## src/rtl/mult_arbiter.sv

```systemverilog
// mult_arbiter: round-robin arbiter sharing one external multiplier between
// N_REQ requesters. A grant latches the winner's operands, holds them on
// mul_a/mul_b while waiting for mul_rdy, then returns the product with a
// one-cycle ack to the winner.
//
// Ports:
//   clk      - system clock, rising edge
//   rst      - synchronous active-high reset
//   req      - per-requester level request, held until its ack
//   a, b     - packed operands, requester i at bits [32i+31:32i]
//   ack      - one-cycle completion pulse, one-hot or zero
//   y        - product for the acked requester (holds between acks)
//   busy     - high whenever the FSM is not IDLE
//   gnt_id   - index of the requester owning the multiplier
//   mul_req  - request to the multiplier, high exactly while BUSY
//   mul_a/b  - registered operands to the multiplier
//   mul_y    - multiplier product
//   mul_rdy  - multiplier result valid (ignored outside BUSY)
module mult_arbiter #(
  parameter int N_REQ = 4,
  parameter int ID_W  = 2   // must equal $clog2(N_REQ)
) (
  input  logic                 clk,
  input  logic                 rst,
  input  logic [N_REQ-1:0]     req,
  input  logic [32*N_REQ-1:0]  a,
  input  logic [32*N_REQ-1:0]  b,
  output logic [N_REQ-1:0]     ack,
  output logic [63:0]          y,
  output logic                 busy,
  output logic [ID_W-1:0]      gnt_id,
  output logic                 mul_req,
  output logic [31:0]          mul_a,
  output logic [31:0]          mul_b,
  input  logic [63:0]          mul_y,
  input  logic                 mul_rdy
);

  typedef enum logic [1:0] {
    S_IDLE = 2'd0,
    S_BUSY = 2'd1,
    S_RESP = 2'd2
  } state_e;

  state_e          state_q, state_d;
  logic [ID_W-1:0] ptr_q, ptr_d;
  logic [ID_W-1:0] gnt_q, gnt_d;
  logic [31:0]     op_a_q, op_a_d;
  logic [31:0]     op_b_q, op_b_d;
  logic [63:0]     y_q, y_d;

  // Round-robin pick. The first pass takes the lowest requester above ptr;
  // if none, the second pass wraps and takes the lowest requester overall
  // (which is then necessarily at or below ptr).
  logic            found;
  logic [ID_W-1:0] pick_id;
  logic [31:0]     pick_a, pick_b;

  // NOTE: every signal driven in always_comb gets a default before any
  // conditional assignment, so no path leaves it unassigned (no latch).
  always_comb begin
    found   = 1'b0;
    pick_id = '0;
    pick_a  = '0;
    pick_b  = '0;
    for (int i = 0; i < N_REQ; i++) begin
      if (!found && req[i] && (ID_W'(i) > ptr_q)) begin
        found   = 1'b1;
        pick_id = ID_W'(i);
        pick_a  = a[i*32 +: 32];
        pick_b  = b[i*32 +: 32];
      end
    end
    for (int i = 0; i < N_REQ; i++) begin
      if (!found && req[i]) begin
        found   = 1'b1;
        pick_id = ID_W'(i);
        pick_a  = a[i*32 +: 32];
        pick_b  = b[i*32 +: 32];
      end
    end
  end

  // Next-state logic.
  always_comb begin
    state_d = state_q;
    ptr_d   = ptr_q;
    gnt_d   = gnt_q;
    op_a_d  = op_a_q;
    op_b_d  = op_b_q;
    y_d     = y_q;
    case (state_q)
      S_IDLE: begin
        if (found) begin
          gnt_d   = pick_id;
          op_a_d  = pick_a;
          op_b_d  = pick_b;
          state_d = S_BUSY;
        end
      end
      S_BUSY: begin
        // Operands stay frozen; wait as long as the multiplier needs.
        if (mul_rdy) begin
          y_d     = mul_y;
          state_d = S_RESP;
        end
      end
      S_RESP: begin
        // Pointer moves only on completion, so an aborted (reset)
        // operation never shifts priority.
        ptr_d   = gnt_q;
        state_d = S_IDLE;
      end
      default: state_d = S_IDLE;
    endcase
  end

  // NOTE: sequential state uses non-blocking assignments so every register
  // samples its _d value from before the edge, independent of statement order.
  always_ff @(posedge clk) begin
    if (rst) begin
      state_q <= S_IDLE;
      ptr_q   <= ID_W'(N_REQ - 1);  // requester 0 wins first after reset
      gnt_q   <= '0;
      op_a_q  <= '0;
      op_b_q  <= '0;
      y_q     <= '0;
    end else begin
      state_q <= state_d;
      ptr_q   <= ptr_d;
      gnt_q   <= gnt_d;
      op_a_q  <= op_a_d;
      op_b_q  <= op_b_d;
      y_q     <= y_d;
    end
  end

  // Outputs are pure decodes of registered state.
  assign busy    = (state_q != S_IDLE);
  assign mul_req = (state_q == S_BUSY);
  assign mul_a   = op_a_q;
  assign mul_b   = op_b_q;
  assign gnt_id  = gnt_q;
  assign y       = y_q;
  assign ack     = (state_q == S_RESP) ? (N_REQ'(1) << gnt_q) : '0;

endmodule

```

## config.mk

```make
export PLATFORM = sky130hd
export DESIGN_NAME = mult_arbiter
export DESIGN_NICKNAME = d
export VERILOG_FILES = /design/src/rtl/mult_arbiter.sv
export SDC_FILE = /design/constraint.sdc
export NUM_CORES = 1
export LEC_CHECK = 0
export ABC_AREA = 1
export BUFFER_PORTS_ARGS = -buffer_cell sky130_fd_sc_hd__buf_4
export CAP_MARGIN = 10
export CORE_AREA = 10 10 170 172
export CTS_CLUSTER_SIZE = 30
export DETAILED_ROUTE_END_ITERATION = 8
export DIE_AREA = 0 0 180 182
export GPL_TIMING_DRIVEN = 0
export MAX_ROUTING_LAYER = met4
export PLACE_DENSITY = 0.7
export SLEW_MARGIN = 15
export SYNTH_ARGS = -nofsm -noshare
export SYNTH_HDL_FRONTEND = slang
export SYNTH_SLANG_ARGS = --single-unit
```

## constraint.sdc

```tcl
create_clock -name clk -period 1.5 [get_ports clk]
set_input_delay 0.45 -clock clk [delete_from_list [all_inputs] [get_ports clk]]
set_output_delay 0.45 -clock clk [all_outputs]
set_load 0.1 [all_outputs]
```

# Word-level counts from Yosys, hierarchy flattened
# Cells that the tools add are included.
word_totals:
  regBits: 134
  in_bits: 327
  elab_cells: 73
classes:
  magnitude_cmp: 4
  eq_ne: 4
  n_shift: 1
  n_mux: 35
  reduce_logical: 23
ops:
  columns: ["operator", "count"]
  rows:
  - ["32-bit 2-to-1 mux", 16]
  - ["2-bit 2-to-1 mux", 8]
  - ["1-bit logical AND", 11]
  - ["1-bit 2-to-1 mux", 9]
  - ["1-bit logical NOT", 7]
  - ["2-bit AND reduction", 3]
  - ["1-bit by 2-bit > comparator with 1-bit output (first input constant)", 2]
  - ["2-bit > comparator (first input constant)", 2]
  - ["4-bit 2-to-1 mux", 1]
  - ["2-bit case mux with 2 select lines", 1]
  - ["1-bit by 2-bit left shift with 4-bit output (first input constant)", 1]
  - ["2-bit by 1-bit equality test with 1-bit output (second input constant)", 1]
  - ["2-bit equality test (second input constant)", 1]
  - ["2-bit logical NOT", 1]
  - ["2-bit by 1-bit != test with 1-bit output (second input constant)", 1]
  - ["2-bit != test (second input constant)", 1]
  - ["2-bit nonzero test", 1]

# Logic depth before layout (Yosys ltp)
# Gate-level depths: netlist of run 1.
depth:
  word_depth: 29
  depth_mapped: 13

# Least setup slack after synthesis of run 1
# No wires, ideal clock.
synth_timing:
  kind: "reg-to-output"
  from: "register gnt_q[0], in the netlist gnt_id[0]"
  to: "output port ack[0]"
  arrival_ps: 2890
  required_time_ps: 1050
  slack_ps: -1840
  stages_incl_launch_ff: 2
  path_buffers: 0
  cell_sequence: "dfxtp_1 nor3_1"
synth_between:
  elab_chain_len: 2
synth_lines:
  columns: ["element", "line_no", "source"]
  rows:
  - ["from (decl)", "47", "logic [ID_W-1:0] gnt_q, gnt_d;"]
  - ["from (signal assigned)", "131", "gnt_q <= gnt_d;"]
  - ["1-bit by 2-bit left shift with 4-bit output", "145", "assign ack = (state_q == S_RESP) ? (N_REQ'(1) << gnt_q) : '0;"]
  - ["4-bit 2-to-1 mux", "145", null]
  - ["to (decl)", "28", "output logic [N_REQ-1:0] ack,"]
# No other way between the ends.

# Worst setup path in the final report of run 1
layout_timing:
  from: "register state_q[1]"
  to: "output port ack[0]"
layout_between:
  elab_chain_len: 2
layout_lines:
  columns: ["element", "line_no", "source"]
  rows:
  - ["from (decl)", "45", "state_e state_q, state_d;"]
  - ["from (signal assigned)", "129", "state_q <= state_d;"]
  - ["2-bit equality test", "145", null]
  - ["4-bit 2-to-1 mux", "145", null]
# No other way between the ends.

==> results.cfg, run 1 <==
[run_status]
status = finished with violations
violations = setup timing

[final_layout]
seqCellArea_um2 = 2760
final_cell_mix = nand2_1, nor2_1, buf_4
final_core_util = 0.646
final_layout_size_suffix_gt1_frac = 0.331
final_common_cell = nand2_1
nets = 2561
area_growth_pct = 73.0
multiInputGateArea_um2 = 5870
final-instance-count-excl-fill = 2592
fillers = 2389

[critical_path]
r2r-start = ptr_q[1]
crit_path_end_kind = primary output
required_ns = 1.05
worstPathMaxFanout = 5
arrival_ns = 1.48
critical_path_class = reg -> out
cp-startpoint = state_q[1]
critPathLaunchType = register

[hold_path]
hold_path.class = in -> reg
holdCritStartpoint = mul_y[14]

[global_route]
overflow = 0
antenna_found_initial = 10
grt_pass1_vias = 13000
grt_first_pass_wirelength_mm = 74.9
grt_max_degree = 17
track_usage = 0.294

[clock_network]
clk_pin_slew_ns = 0.08
hold_buffers = 0
clock-sinks = 134
cts_buffers = 17
cts_buffer_depth = 2
clkLatencyLatePin_ns = 0.44
cts_htree_levels = 4
cts_tree = yes
cts_root_buffer = clkbuf_16

[floorplan]
chipHeight_um = 182
dieWidth_um = 180
coreArea_um2 = 25600
dieArea_um2 = 32800
rows = 59
ioPinCount = 463
start_util = 0.373

[sta]
whs_ns = 0.272
fin_ws_ns = -0.433
fin_crit_sh = 1.29
relSlewSlack = 0.461
fin_worst_skew_ns = 0.0241
worstMarginPinSlew_ns = 0.808
clock.fmax_ghz = 0.517
hold_viol_final = 0
rsz0062_at_grt = yes
drv_slew = 0
finalSetupViolations = 75
fin_crit_ns = 1.93

[pwr]
peakVddDrop_uv = 882
power.total_mw = 15.1
swShare = 0.425
power_frac_clock = 0.295
power_frac_seq = 0.275
power.internal_mw = 8.71
power.net_switching_mw = 6.44
pwr-share-comb = 0.430
p_leak_nw = 8.23
power_density_nw_per_um2 = 916

[routing]
via_per_inst = 5.25
met2WireLength_mm = 25.3
wl_met3_mm = 4.43
top_layer = met4
ant_nets = 0
drtIter0Drc = 1261
firstDrtPassIters = 5
wl_mm = 51.5
avgRoutedWirePerCell_um = 19.9
drc = 0
vias = 13600
m1WireLength_mm = 20.3

[placement]
place_inst = 2532
gp_congestion = 0.946
pre_cts_slack_ns = -0.798
io_buffer_count = 461
dp_hpwl_mm = 38.1

[synthesis]
synth_area_leaders = dfxtp_1, nand2_1, nor2_1
syn_avg_cell_area_um2 = 5.51
synthDistinctLibCells = 21
yosysWarnings = 0
ys_seq_area_frac = 0.280
netlist_area_um2 = 9570
syn_nets = 2063
synthCells = 1736
ys_ff_latch = 134
synth.top_cell.area_share = 0.280
synth_largest_area_cell = dfxtp_1

[job]
cap_violations = 0
## repair_timing
action,CTS,global route
setup buffers,5,5
gates cloned,2,7
setup endpoints to repair,254,209
gates resized for setup,229,312
endpoints found under the hold margin,0,0
pin swaps,5,32
## routing by layer
metal	up-vias	GRT usage
met5	-	-
met4	0	0.109
met3	92	0.0722
met2	722	0.480
met1	6268	0.344
li1	6524	-
## registers in the layout, indices dropped and copies added (netlist names)
signal   flops
ptr_q        2
mul_b       32
mul_a       32
gnt_id       2
y           64
state_q      2
## synthesized netlist by cell type
| cell | number |
|---|---|
| a21oi_4 | 1 |
| o21ai_1 | 33 |
| nand4_2 | 1 |
| nor3_1 | 1 |
| nor2_4 | 1 |
| a21oi_1 | 131 |
| and3_1 | 2 |
| nor2_2 | 1 |
| buf_4 | 2 |
| nand3_1 | 131 |
| o211ai_1 | 2 |
| o21ai_0 | 33 |
| nor2_1 | 391 |
| dfxtp_1 | 134 |
| buf_1 | 16 |
| nand3_2 | 1 |
| buf_2 | 62 |
| nand2_1 | 397 |
| nand4_1 | 129 |
| inv_1 | 207 |
| clkbuf_1 | 60 |
## power groups by stage
stage | clock, mW | combinational, mW | sequential, mW
floorplan | 0 | 1.71 | 6.03
global placement | 0 | 5.44 | 4.09
detailed placement | 0 | 5.47 | 4.10
CTS | 4.51 | 5.85 | 4.09
global route | 4.68 | 6.85 | 4.19
finish | 4.47 | 6.51 | 4.17
## stage by stage
step	TNS (ns)	area (µm²)
final	-23.66	16500
after global routing	-31.85	16500
after CTS	-22.60	15300
after detailed placement	-69.45	13800
after global placement	-64.35	13800
after floorplan	-3.50	9890
## worst paths after layout
| check | slack (ns) | to | cells past startpoint |
|---|---|---|---|
| max | -0.43 | ack[0] | 5 |
| min | 0.27 | y[14] | 3 |
| max reg2reg | -0.37 | mul_b[4] | 12 |
| min reg2reg | 0.48 | mul_b[23] | 2 |
## final cells by class
class / instances / area share
Clock inverter: 15 / 0.0109
Clock buffer: 17 / 0.0257
Antenna cell: 10 / 0.00151
Buffer: 139 / 0.0624
Multi-Input combinational cell: 1255 / 0.355
Sequential cell: 134 / 0.167
Inverter: 207 / 0.0474
Tap cell: 335 / 0.0253
Timing Repair Buffer: 480 / 0.305
## cells by family (layout without fill, tap and decap cells)
logic type | after synthesis | after routing | share of synthesized area
compound gates | 200 | 200 | 0.106
simple gates | 1055 | 1055 | 0.468
other cells | 0 | 10 | 0
buf+inv | 347 | 858 | 0.145
flops | 134 | 134 | 0.280
## critical path: stages (launching register included)
cell,delay [ns]
dfxtp_4,0.38
inv_4,0.04
nor2_4,0.15
inv_2,0.09
nor3_4,0.19
buf_12,0.21
No activity file was read; power rests on OpenSTA's default activity.
==> run 2, diff against run 1 <==
--- a/config.mk
+++ b/config.mk
@@ -15,6 +15,8 @@
 export GPL_TIMING_DRIVEN = 0
 export MAX_ROUTING_LAYER = met4
 export PLACE_DENSITY = 0.7
+export RECOVER_POWER = 100
+export REMOVE_ABC_BUFFERS = 1
 export SLEW_MARGIN = 15
 export SYNTH_ARGS = -nofsm -noshare
 export SYNTH_HDL_FRONTEND = slang
==> run 2 against run 1 <==
Effect of this change:
- the flow still finishes with violations (setup timing)
- non-clock buffer count down 33
- final area up 3.2%
- cell count decreased by 1.4%
- combinational power up 5.4%
- fmax shrank 13%
- routed wire length is 18% higher
- core utilization increased by 2.1 points
- global-route usage rose by 3.4 points
- largest cell class unchanged
- largest power group unchanged
==> results.cfg, run 2 (same netlist as run 1, synthesis figures left out) <==
[pwr]
p_leak_nw = 8.51
power_density_nw_per_um2 = 905
power_frac_clock = 0.291
power.internal_mw = 8.80
power.net_switching_mw = 6.65
power_frac_seq = 0.265
swShare = 0.430
pwr-share-comb = 0.444
peakVddDrop_uv = 745

[global_route]
overflow = 0
track_usage = 0.328
use_met3 = 0.0704
grt_max_degree = 84
top_usage_layer = met2
grt_first_pass_wirelength_mm = 82.1
grt_pass1_vias = 13500
grt_use_met1 = 0.382
antenna_found_initial = 1
use_met2 = 0.520

[placement]
place_area_um2 = 13400
gp_congestion = 0.847
place_inst = 2411
io_buffer_count = 462
dp_hpwl_mm = 31.4

[sta]
fin_crit_sh = 1.48
relSlewSlack = 0.464
rsz0062_at_grt = yes
fin_ws_ns = -0.725
fin_worst_skew_ns = 0.0128
worstMarginPinSlew_ns = 0.804
fin_crit_ns = 2.22
finalSetupViolations = 143
clock.fmax_ghz = 0.449
drv_slew = 0
hold_viol_final = 0

[critical_path]
required_ns = 1.85
path_delay_family = simple AND/OR/NAND/NOR gates
cp_slowest_cell = dfxtp_4
cp_num_buf_inv = 4
crit_cells = 13
arrival_ns = 2.57
critPathLaunchType = register
crit_path_end_kind = register
path_cells = buf_6 > nor2_4 > nand2_4 > nand3_4 > nor2_4 > buf_6 > nand4_1 > nand2_4 > buf_16 > buf_4 > nor2_2 > nand2_2 > a21oi_2
max_stage_delay_ns = 0.35
critical_path_class = reg -> reg
r2r_cells = 13
worstPathMaxFanout = 5

[run_status]
violations = setup timing
status = finished with violations

[routing]
vias = 14400
avgRoutedWirePerCell_um = 23.8
wl_mm = 60.8
drc = 0
via_per_inst = 5.64
drtIter0Drc = 1815
firstDrtPassIters = 7
ant_nets = 0

[final_layout]
multiInputGateArea_um2 = 6110
nets = 2534
fillers = 2150
seqCellArea_um2 = 2710
area_growth_pct = 78.5
largest_register_ffs = 64
final_cell_mix = nand2_1, buf_4, nor2_1
stdcell_area_um2 = 17100
final_layout_size_suffix_gt1_frac = 0.341
final_common_cell = nand2_1
final-instance-count-excl-fill = 2555

[clock_network]
cts_buffer_depth = 2
cts_tree = yes
cts_buffers = 17
cts_root_buffer = clkbuf_16
clk_pin_slew_ns = 0.07
clock-sinks = 134
cts_htree_levels = 4
clkLatencyLatePin_ns = 0.42

[floorplan]
coreArea_um2 = 25600
rows = 59
dieWidth_um = 180
chipHeight_um = 182
ioPinCount = 463
start_util = 0.373
dieArea_um2 = 32800

[job]
cap_violations = 0

[hold_path]
hold_path.class = in -> reg
whs_path_depth = 3
## run 2: cell count changes in the layout (fill, tap and decap cells not counted), sizes merged, moves of 2 or more
cell | before | now
buf | 553 | 568
bufbuf | 0 | 2
clkbuf | 83 | 33
clkinv | 3 | 1
clkinvlp | 2 | 6
diode | 10 | 1
inv | 216 | 212
nand2 | 397 | 399
nand4 | 130 | 132
## run 2: what timing repair did
action / in CTS / in global routing
endpoints found under the hold margin: 0 / 0
hold buffers: 0 / 0
gates resized for setup: 273 / 150
buffers inserted: 58 / 14
setup endpoints to repair: 267 / 177
cloned: 28 / 17
pin swaps: 26 / 65
## run 2: area by class of cell
| class | instances | share of cell area |
|---|---|---|
| diodes | 1 | 0.000147 |
| flip-flops and latches | 134 | 0.159 |
| multi-input cells | 1261 | 0.358 |
| clock buffers | 17 | 0.0249 |
| well taps | 335 | 0.0245 |
| clock inverters | 14 | 0.00967 |
| repair buffers | 586 | 0.377 |
| inverters | 207 | 0.0471 |
## run 2: final timing paths
path            start   endpoint  slack, ns
max          ptr_q[1]  mul_b[18]      -0.72
min          mul_y[0]       y[0]       0.30
max reg2reg  ptr_q[1]  mul_b[18]      -0.72
min reg2reg     y[33]      y[33]       0.47
## run 2: power groups by stage
stage	Clock (mW)	Combinational [mW]	Sequential, mW
floorplan	0	1.46	6.01
CTS	4.53	6.26	4.06
global placement	0	5.22	4.07
global route	4.64	7.14	4.12
detailed placement	0	5.31	4.07
finish	4.49	6.86	4.10
## run 2: worst reg2reg max path, stage by stage, from the launching register on
cell and delay [ns]:
dfxtp_4 0.35, buf_6 0.13, nor2_4 0.15, nand2_4 0.09
nand3_4 0.08, nor2_4 0.05, buf_6 0.16, nand4_1 0.15
nand2_4 0.16, buf_16 0.21, buf_4 0.16, nor2_2 0.15
nand2_2 0.12, a21oi_2 0.19
## run 2: stage by stage
step	hold slack [ns]	util	setup TNS [ns]	power (mW)	setup slack [ns]
after floorplan	0.512	-	-561.91	7.47	-4.78
after global placement	0.449	0.501	-879.59	9.29	-7.75
after detailed placement	0.452	0.522	-160.81	9.39	-2.05
after CTS	0.282	0.631	-29.60	14.8	-0.437
after global routing	0.295	0.667	-52.11	15.9	-0.722
final	0.299	0.667	-43.95	15.4	-0.725
## run 2: per-layer routing
| metal | up-vias | wire length, µm |
|---|---|---|
| li1 | 6488 | - |
| met1 | 6565 | 22100 |
| met3 | 293 | 6960 |
| met2 | 1055 | 27900 |
| met5 | - | 0 |
| met4 | 0 | 3760 |
